--- src/rtl/udp_pixel_depacketizer_if.sv ---
// Byte stream in from the UDP receive path and pixel writes out to the frame RAM.
// The depacketizer connects through the slave modport.
interface udp_pixel_depacketizer_if #(
  parameter int ADDR_W = 10
);
  logic [7:0]        Rx_Data;
  logic              Rx_Valid;
  logic              Rx_Ready;
  logic              Rx_Last;
  logic              Pix_WrEn;
  logic [ADDR_W-1:0] Pix_Addr;
  logic [23:0]       Pix_Data;
  logic              Frame_Commit;

  modport master (
    output Rx_Data, Rx_Valid, Rx_Last,
    input  Rx_Ready, Pix_WrEn, Pix_Addr, Pix_Data, Frame_Commit
  );

  modport slave (
    input  Rx_Data, Rx_Valid, Rx_Last,
    output Rx_Ready, Pix_WrEn, Pix_Addr, Pix_Data, Frame_Commit
  );
endinterface

--- src/rtl/udp_pixel_depacketizer.sv ---
// Parses one LED pixel packet per UDP datagram into frame RAM writes.
// Header: MAGIC, flags (bit0 = commit), start index S, count N, then N RGB triples.
//
//  state   | meaning
//  HDR     | collecting header bytes B0..B5 (idx)
//  PAYLOAD | collecting R,G,B triples (col), pixel counter k
//  DROP    | discarding bytes until Rx_Last, then count an error
module udp_pixel_depacketizer #(
  parameter int          NUM_PIXELS = 1024,
  parameter int          ADDR_W     = 10,
  parameter logic [7:0]  MAGIC      = 8'hA5
) (
  input  logic                        Clk,
  input  logic                        Reset,
  udp_pixel_depacketizer_if.slave     bus,
  output logic [15:0]                 Pkt_Count,
  output logic [15:0]                 Err_Count
);

  typedef enum logic [1:0] {HDR, PAYLOAD, DROP} state_t;

  state_t      state, state_n;
  logic [2:0]  idx, idx_n;
  logic [1:0]  col, col_n;
  logic [15:0] k, k_n;
  logic [15:0] start_idx;
  logic [15:0] n_cnt;
  logic [7:0]  n_hi;
  logic [7:0]  red, green;
  logic        commit_flag;
  logic        beat, last;
  logic        good, bad, wr_pix;
  logic [15:0] n_full;
  logic [16:0] pix_idx;

  assign beat    = bus.Rx_Valid & bus.Rx_Ready;
  assign last    = bus.Rx_Last;
  assign n_full  = {n_hi, bus.Rx_Data};
  // 17 bits so that S+k never wraps back into the valid address range
  assign pix_idx = {1'b0, start_idx} + {1'b0, k};

  always_comb begin
    state_n = state;
    idx_n   = idx;
    col_n   = col;
    k_n     = k;
    good    = 1'b0;
    bad     = 1'b0;
    wr_pix  = 1'b0;
    if (beat) begin
      case (state)
        HDR: begin
          idx_n = idx + 3'd1;
          if (idx == 3'd0 && bus.Rx_Data != MAGIC) begin
            idx_n = 3'd0;
            if (last) bad = 1'b1;
            else      state_n = DROP;
          end else if (idx == 3'd5) begin
            idx_n = 3'd0;
            if (n_full == 16'd0) begin
              if (last) good = 1'b1;
              else      state_n = DROP;
            end else if (last) begin
              bad = 1'b1;
            end else begin
              state_n = PAYLOAD;
              col_n   = 2'd0;
              k_n     = 16'd0;
            end
          end else if (last) begin
            bad   = 1'b1;
            idx_n = 3'd0;
          end
        end
        PAYLOAD: begin
          if (col == 2'd2) begin
            wr_pix = 1'b1;
            col_n  = 2'd0;
            k_n    = k + 16'd1;
            if (k == n_cnt - 16'd1) begin
              if (last) begin
                good    = 1'b1;
                state_n = HDR;
              end else begin
                state_n = DROP;
              end
            end else if (last) begin
              bad     = 1'b1;
              state_n = HDR;
            end
          end else begin
            col_n = col + 2'd1;
            if (last) begin
              bad     = 1'b1;
              state_n = HDR;
            end
          end
        end
        DROP: begin
          if (last) begin
            bad     = 1'b1;
            state_n = HDR;
          end
        end
        default: state_n = HDR;
      endcase
    end
  end

  always_ff @(posedge Clk) begin
    if (Reset) begin
      state            <= HDR;
      idx              <= 3'd0;
      col              <= 2'd0;
      k                <= 16'd0;
      start_idx        <= 16'd0;
      n_cnt            <= 16'd0;
      n_hi             <= 8'd0;
      red              <= 8'd0;
      green            <= 8'd0;
      commit_flag      <= 1'b0;
      bus.Rx_Ready     <= 1'b0;
      bus.Pix_WrEn     <= 1'b0;
      bus.Pix_Addr     <= '0;
      bus.Pix_Data     <= 24'd0;
      bus.Frame_Commit <= 1'b0;
      Pkt_Count        <= 16'd0;
      Err_Count        <= 16'd0;
    end else begin
      state            <= state_n;
      idx              <= idx_n;
      col              <= col_n;
      k                <= k_n;
      bus.Rx_Ready     <= 1'b1;
      bus.Pix_WrEn     <= wr_pix && (pix_idx < 17'(NUM_PIXELS));
      bus.Frame_Commit <= good & commit_flag;
      if (beat && state == HDR) begin
        case (idx)
          3'd1:    commit_flag     <= bus.Rx_Data[0];
          3'd2:    start_idx[15:8] <= bus.Rx_Data;
          3'd3:    start_idx[7:0]  <= bus.Rx_Data;
          3'd4:    n_hi            <= bus.Rx_Data;
          3'd5:    n_cnt           <= n_full;
          default: ;
        endcase
      end
      if (beat && state == PAYLOAD) begin
        if (col == 2'd0) red   <= bus.Rx_Data;
        if (col == 2'd1) green <= bus.Rx_Data;
      end
      if (wr_pix && (pix_idx < 17'(NUM_PIXELS))) begin
        bus.Pix_Addr <= pix_idx[ADDR_W-1:0];
        bus.Pix_Data <= {red, green, bus.Rx_Data};
      end
      if (good) Pkt_Count <= Pkt_Count + 16'd1;
      if (bad && Err_Count != 16'hFFFF) Err_Count <= Err_Count + 16'd1;
    end
  end

endmodule

--- src/flat_wrapper.sv ---
// flat-port wrapper written by rule: the top's interface ports become plain ports
module udp_pixel_depacketizer_flat 
#(
  parameter int          NUM_PIXELS = 1024,
  parameter int          ADDR_W     = 10,
  parameter logic [7:0]  MAGIC      = 8'hA5
)
  (Clk, Reset, Pkt_Count, Err_Count, bus_Rx_Data, bus_Rx_Valid, bus_Rx_Last, bus_Rx_Ready, bus_Pix_WrEn, bus_Pix_Addr, bus_Pix_Data, bus_Frame_Commit);
  udp_pixel_depacketizer_if #(.ADDR_W(ADDR_W)) bus_i ();
  input  logic Clk;
  input  logic Reset;
  output logic [15:0] Pkt_Count;
  output logic [15:0] Err_Count;
  input wire logic [$bits(bus_i.Rx_Data)-1:0] bus_Rx_Data;
  input wire logic [$bits(bus_i.Rx_Valid)-1:0] bus_Rx_Valid;
  input wire logic [$bits(bus_i.Rx_Last)-1:0] bus_Rx_Last;
  output wire logic [$bits(bus_i.Rx_Ready)-1:0] bus_Rx_Ready;
  output wire logic [$bits(bus_i.Pix_WrEn)-1:0] bus_Pix_WrEn;
  output wire logic [$bits(bus_i.Pix_Addr)-1:0] bus_Pix_Addr;
  output wire logic [$bits(bus_i.Pix_Data)-1:0] bus_Pix_Data;
  output wire logic [$bits(bus_i.Frame_Commit)-1:0] bus_Frame_Commit;
  assign bus_i.Rx_Data = bus_Rx_Data;
  assign bus_i.Rx_Valid = bus_Rx_Valid;
  assign bus_i.Rx_Last = bus_Rx_Last;
  assign bus_Rx_Ready = bus_i.Rx_Ready;
  assign bus_Pix_WrEn = bus_i.Pix_WrEn;
  assign bus_Pix_Addr = bus_i.Pix_Addr;
  assign bus_Pix_Data = bus_i.Pix_Data;
  assign bus_Frame_Commit = bus_i.Frame_Commit;
  udp_pixel_depacketizer #(.NUM_PIXELS(NUM_PIXELS), .ADDR_W(ADDR_W), .MAGIC(MAGIC)) u_core (.Clk(Clk), .Reset(Reset), .bus(bus_i), .Pkt_Count(Pkt_Count), .Err_Count(Err_Count));
endmodule
--- config.mk ---
export PLATFORM = sky130hd
export DESIGN_NAME = udp_pixel_depacketizer_flat
export DESIGN_NICKNAME = d
export VERILOG_FILES = /design/src/rtl/udp_pixel_depacketizer_if.sv /design/src/rtl/udp_pixel_depacketizer.sv /design/src/flat_wrapper.sv
export SDC_FILE = /design/constraint.sdc
export NUM_CORES = 1
export LEC_CHECK = 0
export CAP_MARGIN = 25
export CORE_MARGIN = 2
export CORE_UTILIZATION = 45
export DETAILED_ROUTE_END_ITERATION = 12
export PLACE_DENSITY = 0.67
export REMOVE_ABC_BUFFERS = 1
export SYNTH_ARGS = -nofsm -noshare
export SYNTH_HDL_FRONTEND = slang
export SYNTH_SLANG_ARGS = --single-unit
--- constraint.sdc ---
create_clock -name Clk -period 3.1 [get_ports Clk]
set_input_delay 0.775 -clock Clk [delete_from_list [all_inputs] [get_ports Clk]]
set_output_delay 0.775 -clock Clk [all_outputs]
set_load 0.02 [all_outputs]
==> run summary, run 1 <==
Outcome
• outcome: finished with violations
• failing checks: setup timing

Layout
• growth of design area from synthesis to finish: 33.06%
• fill cell instance count of the final layout: 1442
• ratio of cells with drive above 1 in the final layout: 16.57%
• nets: 1051
• n_diodes: 0
• post-layout util: 61.57%

Logic synthesis
• count of state elements after synthesis: 149
• synthesized netlist cell count: 905
• fraction of the yosys area taken by sequential cells: 40.29%
• most common library cells after synthesis: sky130_fd_sc_hd__dfxtp_1, sky130_fd_sc_hd__a21oi_1, sky130_fd_sc_hd__nand2_1
• post-synthesis async set-or-reset flop share: 0%
• Post-synth EDFFs: 0
• Most used DFF post-synth: sky130_fd_sc_hd__dfxtp_1
• cell types occupying the most area after synthesis: sky130_fd_sc_hd__dfxtp_1, sky130_fd_sc_hd__a21oi_1, sky130_fd_sc_hd__nand2_1, sky130_fd_sc_hd__nand3_1, sky130_fd_sc_hd__ha_1
• count of different cell masters after synthesis: 64
• count of warnings emitted by yosys: 0
• cell type with the highest aggregate area in the netlist: sky130_fd_sc_hd__dfxtp_1
• average footprint of a synthesized cell: 8.180 um2
• fraction of synthesized cell area taken by the top area cell type: 40.29%
• most repeated cell in the gate-level netlist after synthesis: sky130_fd_sc_hd__dfxtp_1
• mapped cell area: 0.007403 mm2

Worst setup path
• data required time of the critical path: 3470 ps
• CP Buf/Inv Count: 3
• Worst Path Max Fanout: 8
• critical path launch point type: register
• kind of end point of the critical path: register
• longest individual stage delay on the worst path: 490 ps
• cell-by-cell listing of the critical path: inv_2 -> ha_4 -> or4b_4 -> buf_6 -> or4_4 -> o311ai_4 -> o22ai_1 -> a21o_1 -> o31a_4 -> buf_6 -> or4_1 -> a21oi_1
• CP Data Arrival Time: 3600 ps
• gate family responsible for the most delay along the worst path: simple AND/OR/NAND/NOR gates
• slowest CP cell: sky130_fd_sc_hd__or4_4
• CP most frequent cell: sky130_fd_sc_hd__buf_6
• type of the setup path with the least slack: reg -> reg

Clock network
• number of sinks driven by the clock tree: 149
• TritonCTS clock tree: done
• H-tree lvl count: 4
• count of hold-fix buffers inserted at cts: 0
• number of buffers created by CTS: 17
• clk buf depth: 2
• clock latency at the later pin of the worst-skew pair: 430 ps
• clock transition at the registers of the reported paths: 60 ps
• Clock Root Buffer: sky130_fd_sc_hd__clkbuf_16

Global routing
• leftover overflow at the end of global routing: 0
• initial antenna violation count: 0
• global-route wire length before repair: 34250 um
• pin count of the biggest net entering global routing: 93
• vias in the first global route: 6646
• overall track demand over capacity in global routing: 23.92%

Die
• Die X: 132.3 um
• Initial Utilization: 46.27%
• num rows: 46
• standard cell core area: 0.01600 mm2
• number of top-level pins: 81
• die footprint: 0.01749 mm2
• die span in y: 132.3 um

STA
• clock skew: 8.398 ps
• final count of negative-setup-slack endpoints: 8
• setup repair after global routing missed its margin: yes
• measured slew at the worst slew-check pin: 719.2 ps
• Final min period: 3236 ps
• maximum clock frequency: 309.0 MHz
• Rel. slew slack: 51.94%
• part of the cycle the worst path needs: 104.4%
• worst hold margin: 460.8 ps
• final count of pins violating max slew: 0
• number of failing hold endpoints at the final stage: 0
• setup slack of the critical path after layout: -136.1 ps

Power and ir drop
• maximum ir drop on the vdd rail: 469.0 uV
• static power due to leakage: 3.496 nW
• P per Cell Area: 421.2 mW/mm2
• Design Power: 4.149 mW

Route
• total DRC errors in the routed layout: 0
• Avg WL per Cell: 17.04 um
• count of TritonRoute iterations in the first routing pass: 5
• vias per cell: 5.710
• Post-Route WL: 21160 um
• total number of vias: 7092
• Post-DRT Antenna Nets: 0
• initial detailed-routing violation count: 432

Placed design
• GPL Wtd Cong: 0.8140
• DP Wirelength: 13750 um
• Port Buffer Count: 80

Hold path
• worst min path class: reg -> reg

Job
• count of maximum capacitance violations: 0

==> routing by layer <==
layer / vias to the layer above / GRT usage, % / wire (um) / part of all wire (%)
met3: 29 / 5.037 / 1134 / 5.4
met1: 3368 / 31.69 / 9485 / 45
met5: - / 0 / 0 / 0
met2: 198 / 38.95 / 10150 / 48
met4: 0 / 7.945 / 397 / 1.9
li1: 3497 / - / - / -
==> sequential cells by signal (all words and copies together) (netlist names) <==
signal,flops
u_core.col,2
u_core.bus.Pix_WrEn,1
u_core.idx,3
u_core.k,16
u_core.n_hi,8
u_core.state,2
u_core.bus.Pix_Data,24
u_core.bus.Rx_Ready,1
u_core.Pkt_Count,16
u_core.start_idx,16
u_core.Err_Count,16
u_core.bus.Frame_Commit,1
u_core.green,8
u_core.commit_flag,1
u_core.n_cnt,16
u_core.red,8
u_core.bus.Pix_Addr,10
==> kinds of logic after synthesis <==
kind of cell | count (synthesis) | share of synthesized area (%)
compound gates | 225 | 17.86
xor+xnor | 35 | 4.141
fa+ha+maj | 26 | 4.496
buf+inv | 89 | 4.918
flops | 149 | 40.29
mux | 30 | 4.124
simple gates | 351 | 24.17
==> area by class of cell <==
cell class	instances	area (um2)	area share, %
clock buffer	17	425.4	4.319
clock inverter	15	171.4	1.740
inverter	16	60.06	0.6097
multi-input combinational	668	4413	44.80
sequential	149	2985	30.31
tap	216	270.3	2.744
timing repair buffer	161	1525	15.48
==> through the flow <==
| step | setup TNS, ps | cell area, um2 | setup slack, ps | std cells |
|---|---|---|---|---|
| 2_1_floorplan | -56470 | 7099 | -1314 | 832 |
| 5_1_grt | -2640 | 9851 | -194.4 | 1242 |
| 4_1_cts | -120.4 | 9597 | -60.16 | 1239 |
| 3_5_place_dp | -14550 | 8821 | -594.6 | 1201 |
| 6_report | -459.9 | 9851 | -136.1 | 1242 |
| 3_3_place_gp | -12360 | 8821 | -555.6 | 1201 |
==> tightest hold or removal path: cells and delay by family (launching register included) <==
kind | cells | cell delay, ps
compound gates | 1 | 50
simple gates | 1 | 60
flops | 1 | 310
==> worst paths after layout <==
check             startpoint                      end  slack (ps)  cells after the start
max          u_core.n_cnt[0]      u_core.Pkt_Count[2]        -140                     12
max reg2reg  u_core.n_cnt[0]      u_core.Pkt_Count[2]        -140                     12
min reg2reg    u_core.red[7]  u_core.bus.Pix_Data[23]         460                      2
min            u_core.red[7]  u_core.bus.Pix_Data[23]         460                      2
==> layout by cell type, fill, tap and decap left out, types with 8 or more instances in the layout <==
master	instances
sky130_fd_sc_hd__a21oi_1	109
sky130_fd_sc_hd__clkdlybuf4s50_1	79
sky130_fd_sc_hd__mux2i_1	25
sky130_fd_sc_hd__and3_1	9
sky130_fd_sc_hd__inv_1	14
sky130_fd_sc_hd__nand2_1	91
sky130_fd_sc_hd__nand4_1	14
sky130_fd_sc_hd__xor2_1	16
sky130_fd_sc_hd__dfxtp_1	147
sky130_fd_sc_hd__nor4_1	11
sky130_fd_sc_hd__o21ai_0	47
sky130_fd_sc_hd__or4_1	18
sky130_fd_sc_hd__nor3_1	13
sky130_fd_sc_hd__nor2_1	66
sky130_fd_sc_hd__nor2b_1	8
sky130_fd_sc_hd__ha_1	24
sky130_fd_sc_hd__buf_4	68
sky130_fd_sc_hd__o31ai_1	18
sky130_fd_sc_hd__clkbuf_16	18
sky130_fd_sc_hd__xnor2_1	18
sky130_fd_sc_hd__nand3_1	65
==> where the power goes <==
group | total [mW] | switching, mW | internal [mW]
clock network | 2.10 | 0.897 | 1.20
registers | 1.92 | 0.00292 | 1.92
logic | 0.129 | 0.0878 | 0.0414
total | 4.15 | 0.988 | 3.16
==> what timing repair did <==
action | CTS | global route
gates cloned | 2 | 1
endpoints found under the setup margin | 18 | 76
buffers inserted | 4 | 2
endpoints found under the hold margin | 0 | 0
pin swaps | 17 | 12
gates resized for setup | 33 | 38
No activity file was read; power rests on OpenSTA's default activity.
==> inputs of run 2 (changes only) <==
--- a/config.mk
+++ b/config.mk
@@ -9,7 +9,7 @@
 export CORE_MARGIN = 2
 export CORE_UTILIZATION = 45
 export DETAILED_ROUTE_END_ITERATION = 12
-export PLACE_DENSITY = 0.67
+export PLACE_DENSITY = 0.64
 export REMOVE_ABC_BUFFERS = 1
 export SYNTH_ARGS = -nofsm -noshare
 export SYNTH_HDL_FRONTEND = slang
==> constraint.sdc (replaced) <==
create_clock -name Clk -period 4.1 [get_ports Clk]
set_input_delay 0.82 -clock Clk [delete_from_list [all_inputs] [get_ports Clk]]
set_output_delay 0.82 -clock Clk [all_outputs]
set_load 0.02 [all_outputs]
==> run 2 against run 1 <==
The run now ends clean. Register-to-register slack improved by 440 ps. Core utilization fell by 5.5 points. Sequential power fell by 24%. Non-clock buffer count fell by 57. First-iteration DRC count rose by 12%. Global-route usage fell by 1.4 points. Critical path depth fell by 1. Critical endpoint unchanged.
==> run summary, run 2 (same netlist as run 1, synthesis figures left out) <==
Clock network
• H-tree lvl count: 4
• Clock Root Buffer: sky130_fd_sc_hd__clkbuf_16
• Resize count post-CTS: 0
• count of hold-fix buffers inserted at cts: 0
• TritonCTS clock tree: done
• number of sinks driven by the clock tree: 149
• clock latency at the later pin of the worst-skew pair: 430 ps
• clock transition at the registers of the reported paths: 60 ps
• number of buffers created by CTS: 17
• number of buffers inserted by post-CTS setup repair: 0
• clk buf depth: 2

STA
• measured slew at the worst slew-check pin: 812.4 ps
• Final min period: 3794 ps
• clock skew: 5.967 ps
• maximum clock frequency: 263.6 MHz
• final count of negative-setup-slack endpoints: 0
• setup repair after global routing missed its margin: no
• number of failing hold endpoints at the final stage: 0
• Rel. slew slack: 45.13%
• part of the cycle the worst path needs: 92.54%
• final count of pins violating max slew: 0
• worst hold margin: 464.9 ps

Job
• count of maximum capacitance violations: 0

Power and ir drop
• maximum ir drop on the vdd rail: 289.1 uV
• P per Cell Area: 344.7 mW/mm2
• Logic pwr share: 2.9%
• power spent charging and discharging nets: 0.7560 mW
• register share of total power: 46.9%
• clock share of power: 50.2%
• switching share of power: 24.43%
• cell internal pwr: 2.339 mW
• static power due to leakage: 3.005 nW
• Design Power: 3.094 mW

Route
• initial detailed-routing violation count: 482
• count of TritonRoute iterations in the first routing pass: 5
• met2 wire length: 9225 um
• detailed route wirelength on metal3: 850 um
• total DRC errors in the routed layout: 0
• highest signal layer in the routed design: met4
• Post-Route WL: 19620 um
• vias per cell: 5.667
• total number of vias: 6710
• metal1 wirelength: 9223 um
• Post-DRT Antenna Nets: 0
• Avg WL per Cell: 16.57 um

Worst setup path
• cell-by-cell listing of the critical path: inv_1 -> ha_1 -> or4b_1 -> and4bb_2 -> mux2_2 -> a211oi_1 -> o2111ai_1 -> o31a_1 -> buf_4 -> or4_1 -> a21oi_1
• kind of end point of the critical path: register
• R2R Path Start: u_core.n_cnt[0]
• longest individual stage delay on the worst path: 600 ps
• slowest CP cell: sky130_fd_sc_hd__or4b_1
• Worst Path Max Fanout: 15
• type of the setup path with the least slack: reg -> reg
• Critical Path Source: u_core.n_cnt[0]
• critical path launch point type: register
• data required time of the critical path: 4450 ps
• CP Data Arrival Time: 4150 ps

Die
• number of top-level pins: 81
• Die X: 132.3 um
• num rows: 46
• die footprint: 0.01749 mm2
• die span in y: 132.3 um
• Initial Utilization: 46.27%
• standard cell core area: 0.01600 mm2

Layout
• growth of design area from synthesis to finish: 21.24%
• final instance area: 0.008976 mm2
• fill cell instance count of the final layout: 1553
• leading cell type in the layout, fill and taps excluded: sky130_fd_sc_hd__dfxtp_1
• nets: 993
• most flop-heavy register: u_core.bus.Pix_Data
• ratio of cells with drive above 1 in the final layout: 7.955%
• flip-flop count of the largest register, all copies and words added: 24
• n_diodes: 0
• commonest cells after routing, fill and taps aside: sky130_fd_sc_hd__dfxtp_1, sky130_fd_sc_hd__a21oi_1, sky130_fd_sc_hd__nand2_1

Outcome
• outcome: finished clean

Global routing
• pin count of the biggest net entering global routing: 65
• global-route wire length before repair: 32020 um
• vias in the first global route: 6102
• initial antenna violation count: 0
• overall track demand over capacity in global routing: 22.56%
• leftover overflow at the end of global routing: 0

Placed design
• Port Buffer Count: 80
• DP Wirelength: 13230 um
• GPL Wtd Cong: 0.8135
• total placed instance area: 0.008391 mm2

Hold path
• worst min path class: reg -> reg
• worst min-delay path startpoint: u_core.green[6]

run 2: cell count changes in the layout (fill, tap and decap cells not counted), sizes merged:
| cell | previous run | this run |
|---|---|---|
| bufinv | 2 | 1 |
| clkinv | 4 | 3 |
| o31a | 2 | 1 |
| clkinvlp | 4 | 2 |
| inv | 21 | 25 |
| buf | 81 | 25 |
| clkbuf | 18 | 17 |
run 2: critical path, delay by kind of cell, from the launching register on:
family	cells	cell delay, ps
fa+ha+maj	1	240
flops	1	380
buf+inv	2	340
compound gates	4	1090
simple gates	3	1350
mux	1	330
run 2: worst paths after layout:
| path | endpoint | slack (ps) | cells after the start |
|---|---|---|---|
| setup / recovery | u_core.Pkt_Count[2] | 310 | 11 |
| hold reg to reg | u_core.bus.Pix_Data[14] | 460 | 2 |
| setup reg to reg | u_core.Pkt_Count[2] | 310 | 11 |
| hold / removal | u_core.bus.Pix_Data[14] | 460 | 2 |
run 2: final cells by class:
cell class / instances / area [um2] / share of cell area, %
Sequential cell: 149 / 2983 / 33.23
Clock inverter: 15 / 160.2 / 1.784
Timing Repair Buffer: 104 / 991.0 / 11.04
Inverter: 16 / 60.06 / 0.6691
Clock buffer: 17 / 425.4 / 4.739
Multi-Input combinational cell: 667 / 4086 / 45.53
Tap cell: 216 / 270.3 / 3.011
run 2: through the flow:
step	setup slack, ps	util, %	setup TNS, ps	std cells
floorplan	-314.3	-	-5596	832
global placement	344.1	52.44	0	1152
detailed placement	295.0	52.44	0	1152
CTS	343.9	56.10	0	1184
global route	72.50	56.10	0	1184
finish	305.8	56.10	0	1184
run 2: per-layer routing:
layer	GRT usage, %	vias to the layer above
li1	-	3370
met5	0	-
met3	4.652	22
met2	36.46	122
met1	30.43	3196
met4	6.870	0
run 2: power groups by stage:
stage | combinational (mW) | clock, mW | sequential, mW
after floorplan | 0.0186 | 0 | 1.48
after global placement | 0.0903 | 0 | 1.48
after detailed placement | 0.0900 | 0 | 1.48
after CTS | 0.0900 | 1.58 | 1.45
after global routing | 0.0961 | 1.65 | 1.45
final | 0.0900 | 1.55 | 1.45
